==> src/rtl/m_add_seq_pkg.sv <==
`default_nettype none
// ============================================================================
//  m_add_seq_pkg
//  Shared constants and state encoding for the multi-word add sequencer.
//  Revision: 1.0
// ============================================================================
package m_add_seq_pkg;

  localparam int unsigned c_D_N   = 5;
  localparam int unsigned c_WORDS = 4;
  localparam int unsigned c_IDX_W = $clog2(c_WORDS);

  typedef enum logic [1:0] {
    IDLE = 2'd0,
    RUN  = 2'd1,
    DONE = 2'd2
  } state_e;

endpackage
`default_nettype wire

==> src/rtl/m_add_seq_slice.sv <==
`default_nettype none
// ============================================================================
//  m_add_slice
//  D_N-bit ripple-carry adder slice with carry-in and carry-out.
//  Revision: 1.0
// ============================================================================
module m_add_slice
  import m_add_seq_pkg::*;
#(
  parameter int unsigned D_N = c_D_N
) (
  input  logic [D_N-1:0] w_a,
  input  logic [D_N-1:0] w_b,
  input  logic           w_cin,
  output logic [D_N-1:0] w_s,
  output logic           w_cout
);

  logic [D_N:0] w_c;

  assign w_c[0] = w_cin;

  for (genvar i = 0; i < D_N; i++) begin : g_fa
    assign w_s[i]   = w_a[i] ^ w_b[i] ^ w_c[i];
    assign w_c[i+1] = (w_a[i] & w_b[i]) | (w_c[i] & (w_a[i] ^ w_b[i]));
  end

  assign w_cout = w_c[D_N];

endmodule
`default_nettype wire

==> src/rtl/m_add_seq.sv <==
`default_nettype none
// ============================================================================
//  m_add_seq
//  Round-robin arbiter sharing one adder slice to perform multi-word adds.
//  Revision: 1.0
// ============================================================================
module m_add_seq
  import m_add_seq_pkg::*;
#(
  parameter int unsigned D_N   = c_D_N,
  parameter int unsigned WORDS = c_WORDS
) (
  input  logic                 w_clk,
  input  logic                 w_rst,
  input  logic [1:0]           w_req,
  input  logic [D_N*WORDS-1:0] w_a0,
  input  logic [D_N*WORDS-1:0] w_b0,
  input  logic [D_N*WORDS-1:0] w_a1,
  input  logic [D_N*WORDS-1:0] w_b1,
  output logic [1:0]           w_gnt,
  output logic [1:0]           w_done,
  output logic [D_N*WORDS-1:0] w_sum,
  output logic                 w_cout,
  output logic                 w_busy
);

  localparam int unsigned     W      = D_N * WORDS;
  localparam int unsigned     IDX_W  = (WORDS > 1) ? $clog2(WORDS) : 1;
  localparam logic [IDX_W-1:0] c_LAST = IDX_W'(WORDS - 1);

  state_e           r_state;
  state_e           w_state_nxt;
  logic             r_ptr;
  logic             r_own;
  logic             r_c;
  logic             r_cout;
  logic [IDX_W-1:0] r_idx;
  logic [W-1:0]     r_a;
  logic [W-1:0]     r_b;
  logic [W-1:0]     r_sum;

  logic             w_sel_vld;
  logic             w_sel;
  logic             w_last;
  logic [D_N-1:0]   w_wa;
  logic [D_N-1:0]   w_wb;
  logic [D_N-1:0]   w_ws;
  logic             w_wc;

  // A lone request wins outright; the pointer only breaks ties.
  assign w_sel_vld = |w_req;
  assign w_sel     = (w_req == 2'b11) ? r_ptr : w_req[1];
  assign w_last    = (r_idx == c_LAST);

  assign w_wa = r_a[r_idx*D_N +: D_N];
  assign w_wb = r_b[r_idx*D_N +: D_N];

  m_add_slice #(
    .D_N (D_N)
  ) u_slice (
    .w_a    (w_wa),
    .w_b    (w_wb),
    .w_cin  (r_c),
    .w_s    (w_ws),
    .w_cout (w_wc)
  );

  always_ff @(posedge w_clk) begin
    if (w_rst) begin
      r_state <= IDLE;
    end else begin
      r_state <= w_state_nxt;
    end
  end

  always_comb begin
    w_state_nxt = r_state;
    case (r_state)
      IDLE:    if (w_sel_vld) w_state_nxt = RUN;
      RUN:     if (w_last)    w_state_nxt = DONE;
      DONE:    w_state_nxt = IDLE;
      default: w_state_nxt = IDLE;
    endcase
  end

  always_ff @(posedge w_clk) begin
    if (w_rst) begin
      r_ptr  <= 1'b0;
      r_own  <= 1'b0;
      r_c    <= 1'b0;
      r_cout <= 1'b0;
      r_idx  <= '0;
      r_a    <= '0;
      r_b    <= '0;
      r_sum  <= '0;
    end else begin
      case (r_state)
        IDLE: begin
          if (w_sel_vld) begin
            r_own <= w_sel;
            r_ptr <= ~w_sel;
            r_idx <= '0;
            r_c   <= 1'b0;
            r_a   <= w_sel ? w_a1 : w_a0;
            r_b   <= w_sel ? w_b1 : w_b0;
          end
        end
        RUN: begin
          r_sum[r_idx*D_N +: D_N] <= w_ws;
          r_c                     <= w_wc;
          r_idx                   <= r_idx + IDX_W'(1);
          // Final carry is published only once the top word is known.
          if (w_last) r_cout <= w_wc;
        end
        default: ;
      endcase
    end
  end

  assign w_busy = (r_state != IDLE);
  assign w_gnt  = (r_state == RUN && r_idx == '0) ? {r_own, ~r_own} : 2'b00;
  assign w_done = (r_state == DONE) ? {r_own, ~r_own} : 2'b00;
  assign w_sum  = r_sum;
  assign w_cout = r_cout;

endmodule
`default_nettype wire

==> config.mk <==
export PLATFORM = sky130hd
export DESIGN_NAME = m_add_seq
export DESIGN_NICKNAME = d
export VERILOG_FILES = /design/src/rtl/m_add_seq_pkg.sv /design/src/rtl/m_add_seq_slice.sv /design/src/rtl/m_add_seq.sv
export SDC_FILE = /design/constraint.sdc
export NUM_CORES = 1
export LEC_CHECK = 0
export CAP_MARGIN = 25
export CORE_MARGIN = 3
export CORE_UTILIZATION = 47
export DETAILED_ROUTE_END_ITERATION = 8
export DONT_BUFFER_PORTS = 1
export PLACE_DENSITY = 0.59
export SYNTH_ARGS = -nofsm -noshare
export SYNTH_HDL_FRONTEND = slang
export SYNTH_SLANG_ARGS = --single-unit
==> constraint.sdc <==
create_clock -name w_clk -period 5.9 [get_ports w_clk]
set_clock_uncertainty 0.15 [all_clocks]
set_input_delay 0.59 -clock w_clk [delete_from_list [all_inputs] [get_ports w_clk]]
set_output_delay 0.59 -clock w_clk [all_outputs]
set_load 0.02 [all_outputs]
==> results.txt <==
----------------------------------------------------
[Outcome]
  Outcome ... completed

[Final layout]
  Most frequent cells in the layout ... 84 x sky130_fd_sc_hd__nand3_1, 68 x sky130_fd_sc_hd__dfxtp_1, 40 x sky130_fd_sc_hd__a31oi_1
  Multi-input gate area ... 0.001834 mm²
  FILL cells ... 671
  Storage cell area ... about 0.0014 mm²
  Proportion of layout cells with a drive suffix above 1 ... a little under a tenth
  Most common cell after layout, fill and taps aside ... sky130_fd_sc_hd__nand3_1
  Post-Route Utilization ... 52.29%
  Layout Nets ... 469
  Area added between synthesis and finish ... 5.259%
  # diodes ... 0

[Logic synthesis]
  Post-synth net total ... 493
  Main synth FF type ... sky130_fd_sc_hd__dfxtp_1
  Compound-cell area share of the yosys netlist ... 19.26%
  Fraction of the mapped netlist area in simple logic gates ... 22.05%
  Flip-flop and latch count after synthesis ... ~70
  Synth Warn # ... 0
  Cell area after synthesis ... 0.003450 mm²
  XOR/XNOR share of the synthesized area ... 0%
  Part of the Yosys area used for sequential elements ... 39.46%
  Main combinational cell family by area after synthesis ... simple AND/OR/NAND/NOR gates
  Synthesized area divided by synthesized cell count ... just under 9 µm²
  Gate Count Post-Synth ... 398
  Post-synthesis mux area share ... 6.529%
  Ys async rst share ... 0%
  Adder-cell area share of the yosys netlist ... 5.078%
  Cell variety after synth ... 36
  Count of flip-flops with a built-in enable after synthesis ... 0

[STA]
  Slew Limit Headroom ... 29.88%
  Transition time at the pin with the least slew margin ... 1.038 ns
  Crit share post-route ... between 60% and 70%
  Final Max Slew Viols ... 0
  Setup violation total in the final timing report ... 0
  Time the worst path needs with I/O delays and setup ... 3.862 ns
  Final Hold Fails ... 0
  F_max ... 258.9 MHz
  RSZ-0062 raised after global routing ... no
  Accumulated negative setup slack ... 0 ns

[Die]
  Number of placement rows ... 30
  Die Wd ... a little over 90 µm
  Starting utilization of the core area ... about 50%
  Number of placed I/O pins ... 110
  Floorplan die area ... around 0.0084 mm²
  Die height ... just over 90 µm
  Area of the placeable core ... 0.006944 mm²

[CTS]
  Library cell used as clock root buffer ... sky130_fd_sc_hd__clkbuf_8
  Worst-Skew Late Latency ... around 0.34 ns
  Worst-case clock buffer depth ... 2
  Number of buffers added by the clock tree synthesis step ... 9
  Number of buffers added for setup after CTS ... 0
  Total number of H-tree levels ... 3
  CTS tree ... yes
  Hold-fix buffer count after cts ... 0
  CTS clock-pin slew for the worst setup and hold paths ... 0.07 ns
  Count of clock tree sinks ... 68
  Resized cells post-CTS ... 0

[Setup path]
  Beginning of the critical path ... r_idx[0]
  CP Capture Type ... flop
  Ordered list of cells on the worst path ... mux4_2 > inv_1 > fa_1 > fa_1 > inv_1 > fa_1 > inv_1 > fa_1 > inv_1 > fa_1 > a32oi_1 > nor2_1
  Library cell appearing most often on the critical path ... sky130_fd_sc_hd__fa_1
  Delay of the slowest cell on the worst path ... 0.92 ns
  CP max FO ... 19
  Depth of the worst register-to-register path ... 12
  Critical path class ... flop to flop
  Slowest cell on crit path ... sky130_fd_sc_hd__dfxtp_1
  Critical Path End ... w_sum[19]
  Worst r2r src ... r_idx[0]
  Data required time of the critical path ... approximately 6.0 ns
  Arrival time at the worst endpoint ... 3.95 ns
  Worst r2r dst ... w_sum[19]
  Element type at the critical path start ... flop
  Register-to-register setup slack ... 2.04 ns

[Detailed routing]
  Total iterations of the first detailed-routing run ... 4
  WL/cell ... 19.23 µm
  Final WL ... ~9100 µm
  DRC violation count after routing ... 0
  Vias after detailed routing ... 2918
  DRC violation total after the first TritonRoute iteration ... 235
  Vias per cell ... just over 6
  Post-route ant nets ... 0

[Min path]
  Class of the worst hold path ... input pin to flop

[Power and ir drop]
  Maximum ir drop on the vdd rail ... 0.0001371 V
  Power Dens Cells ... 298.5 mW/mm²
  Total leakage power ... 1.190 nW

[Job]
  Max-cap violations ... 0

[Place]
  Input/output buffers ... 0
  Estimated wirelength of the detail-placed design ... 6343 µm
  Placer Congestion ... 0.8011

[Global routing]
  Total global routing track utilization ... 21.52%
  Vias in the first global route ... around 2800
  Wire length of the first global-routing pass ... 14480 µm
  Overflow left after global routing ... 0
  Largest net degree at the start of global routing ... 69
  Initial antenna violation count ... 0

----------------------------------------------------
==> through the flow <==
stage,area (µm²),setup WS [ns],instances,power [W],hold WS (ns)
global route,3631,1.751,474,0.001132,0.1350
finish,3631,2.038,474,0.001084,0.1621
global placement,3417,2.133,459,0.0006794,0.3074
CTS,3631,1.981,474,0.001093,0.1471
detailed placement,3417,1.992,459,0.0006821,0.3162
floorplan,3450,2.502,398,0.0006506,0.3004
==> layer usage <==
metal	vias up	GRT usage [%]	share of wire, %	wire, µm
met2	95	35.97	50	4570
li1	1426	-	-	-
met5	-	0	0	0
met4	0	4.271	0.67	61
met1	1391	27.80	44	3967
met3	6	6.153	5.7	517
==> worst max-delay path: cells and delay by family, from the launching register on <==
family,cells,cell delay [ns]
AO/OA/AOI/OAI,1,0.21
AND/OR/NAND/NOR,1,0.06
multiplexers,1,0.37
buffers and inverters,4,0.27
flip-flops,1,0.92
adder cells (fa/ha/maj),5,1.77
==> cells by family (layout without fill, tap and decap cells) <==
family	after synthesis	in the layout
muxes	10	10
and+or+nand+nor	142	142
DFF	68	68
buffers and inverters	56	36
adders and majority gates	11	11
AOI/OAI and AO/OA	111	111
==> flip-flops by register name, indices dropped and copies added (netlist names) <==
register	flops
r_ptr	1
r_idx	2
w_cout	1
r_a	20
r_c	1
r_b	20
w_sum	20
r_own	1
r_state	2
==> cells in the mapped netlist (2+ instances only) <==
| cell type | instances | area share, % |
|---|---|---|
| sky130_fd_sc_hd__a21oi_1 | 13 | 1.9 |
| sky130_fd_sc_hd__a31oi_1 | 40 | 7.3 |
| sky130_fd_sc_hd__a32oi_1 | 12 | 3.0 |
| sky130_fd_sc_hd__and3b_1 | 2 | 0.51 |
| sky130_fd_sc_hd__buf_2 | 12 | 1.7 |
| sky130_fd_sc_hd__buf_4 | 8 | 1.7 |
| sky130_fd_sc_hd__clkbuf_1 | 19 | 2.1 |
| sky130_fd_sc_hd__dfxtp_1 | 68 | 39 |
| sky130_fd_sc_hd__fa_1 | 5 | 2.9 |
| sky130_fd_sc_hd__ha_1 | 6 | 2.2 |
| sky130_fd_sc_hd__inv_1 | 15 | 1.6 |
| sky130_fd_sc_hd__mux4_2 | 10 | 6.5 |
| sky130_fd_sc_hd__nand2_1 | 16 | 1.7 |
| sky130_fd_sc_hd__nand2b_1 | 2 | 0.36 |
| sky130_fd_sc_hd__nand3_1 | 84 | 12 |
| sky130_fd_sc_hd__nand3b_1 | 5 | 1.1 |
| sky130_fd_sc_hd__nand4_1 | 2 | 0.36 |
| sky130_fd_sc_hd__nor2_1 | 17 | 1.8 |
| sky130_fd_sc_hd__nor3b_4 | 2 | 1.1 |
| sky130_fd_sc_hd__o211ai_1 | 3 | 0.65 |
| sky130_fd_sc_hd__o21ai_0 | 37 | 5.4 |
| sky130_fd_sc_hd__o21ai_1 | 4 | 0.58 |
| sky130_fd_sc_hd__or3_1 | 3 | 0.54 |
==> final cells by class <==
cell class	count	area share [%]
multi-input combinational	274	50.52
sequential	68	37.49
inverter	15	1.551
clock inverter	6	2.481
timing repair buffer	6	1.241
tap	96	3.308
clock buffer	9	3.411
==> worst min-delay path by stage <==
stage,startpoint,to,slack (ns),cells after the start
global route,w_rst,r_b[16],0.13,1
global placement,r_ptr,r_ptr,0.31,1
finish,w_rst,r_b[12],0.16,1
detailed placement,r_ptr,r_ptr,0.32,1
floorplan,r_ptr,r_ptr,0.30,1
CTS,w_rst,r_a[14],0.15,1
==> power by group <==
group          total (W)  switching [W]  internal (W)
Sequential      0.000515      0.0000276      0.000487
Combinational   0.000157      0.0000957     0.0000609
Clock           0.000413       0.000177      0.000236
Total            0.00108       0.000300      0.000784
Note: power is estimated with default switching activity, not from simulation.
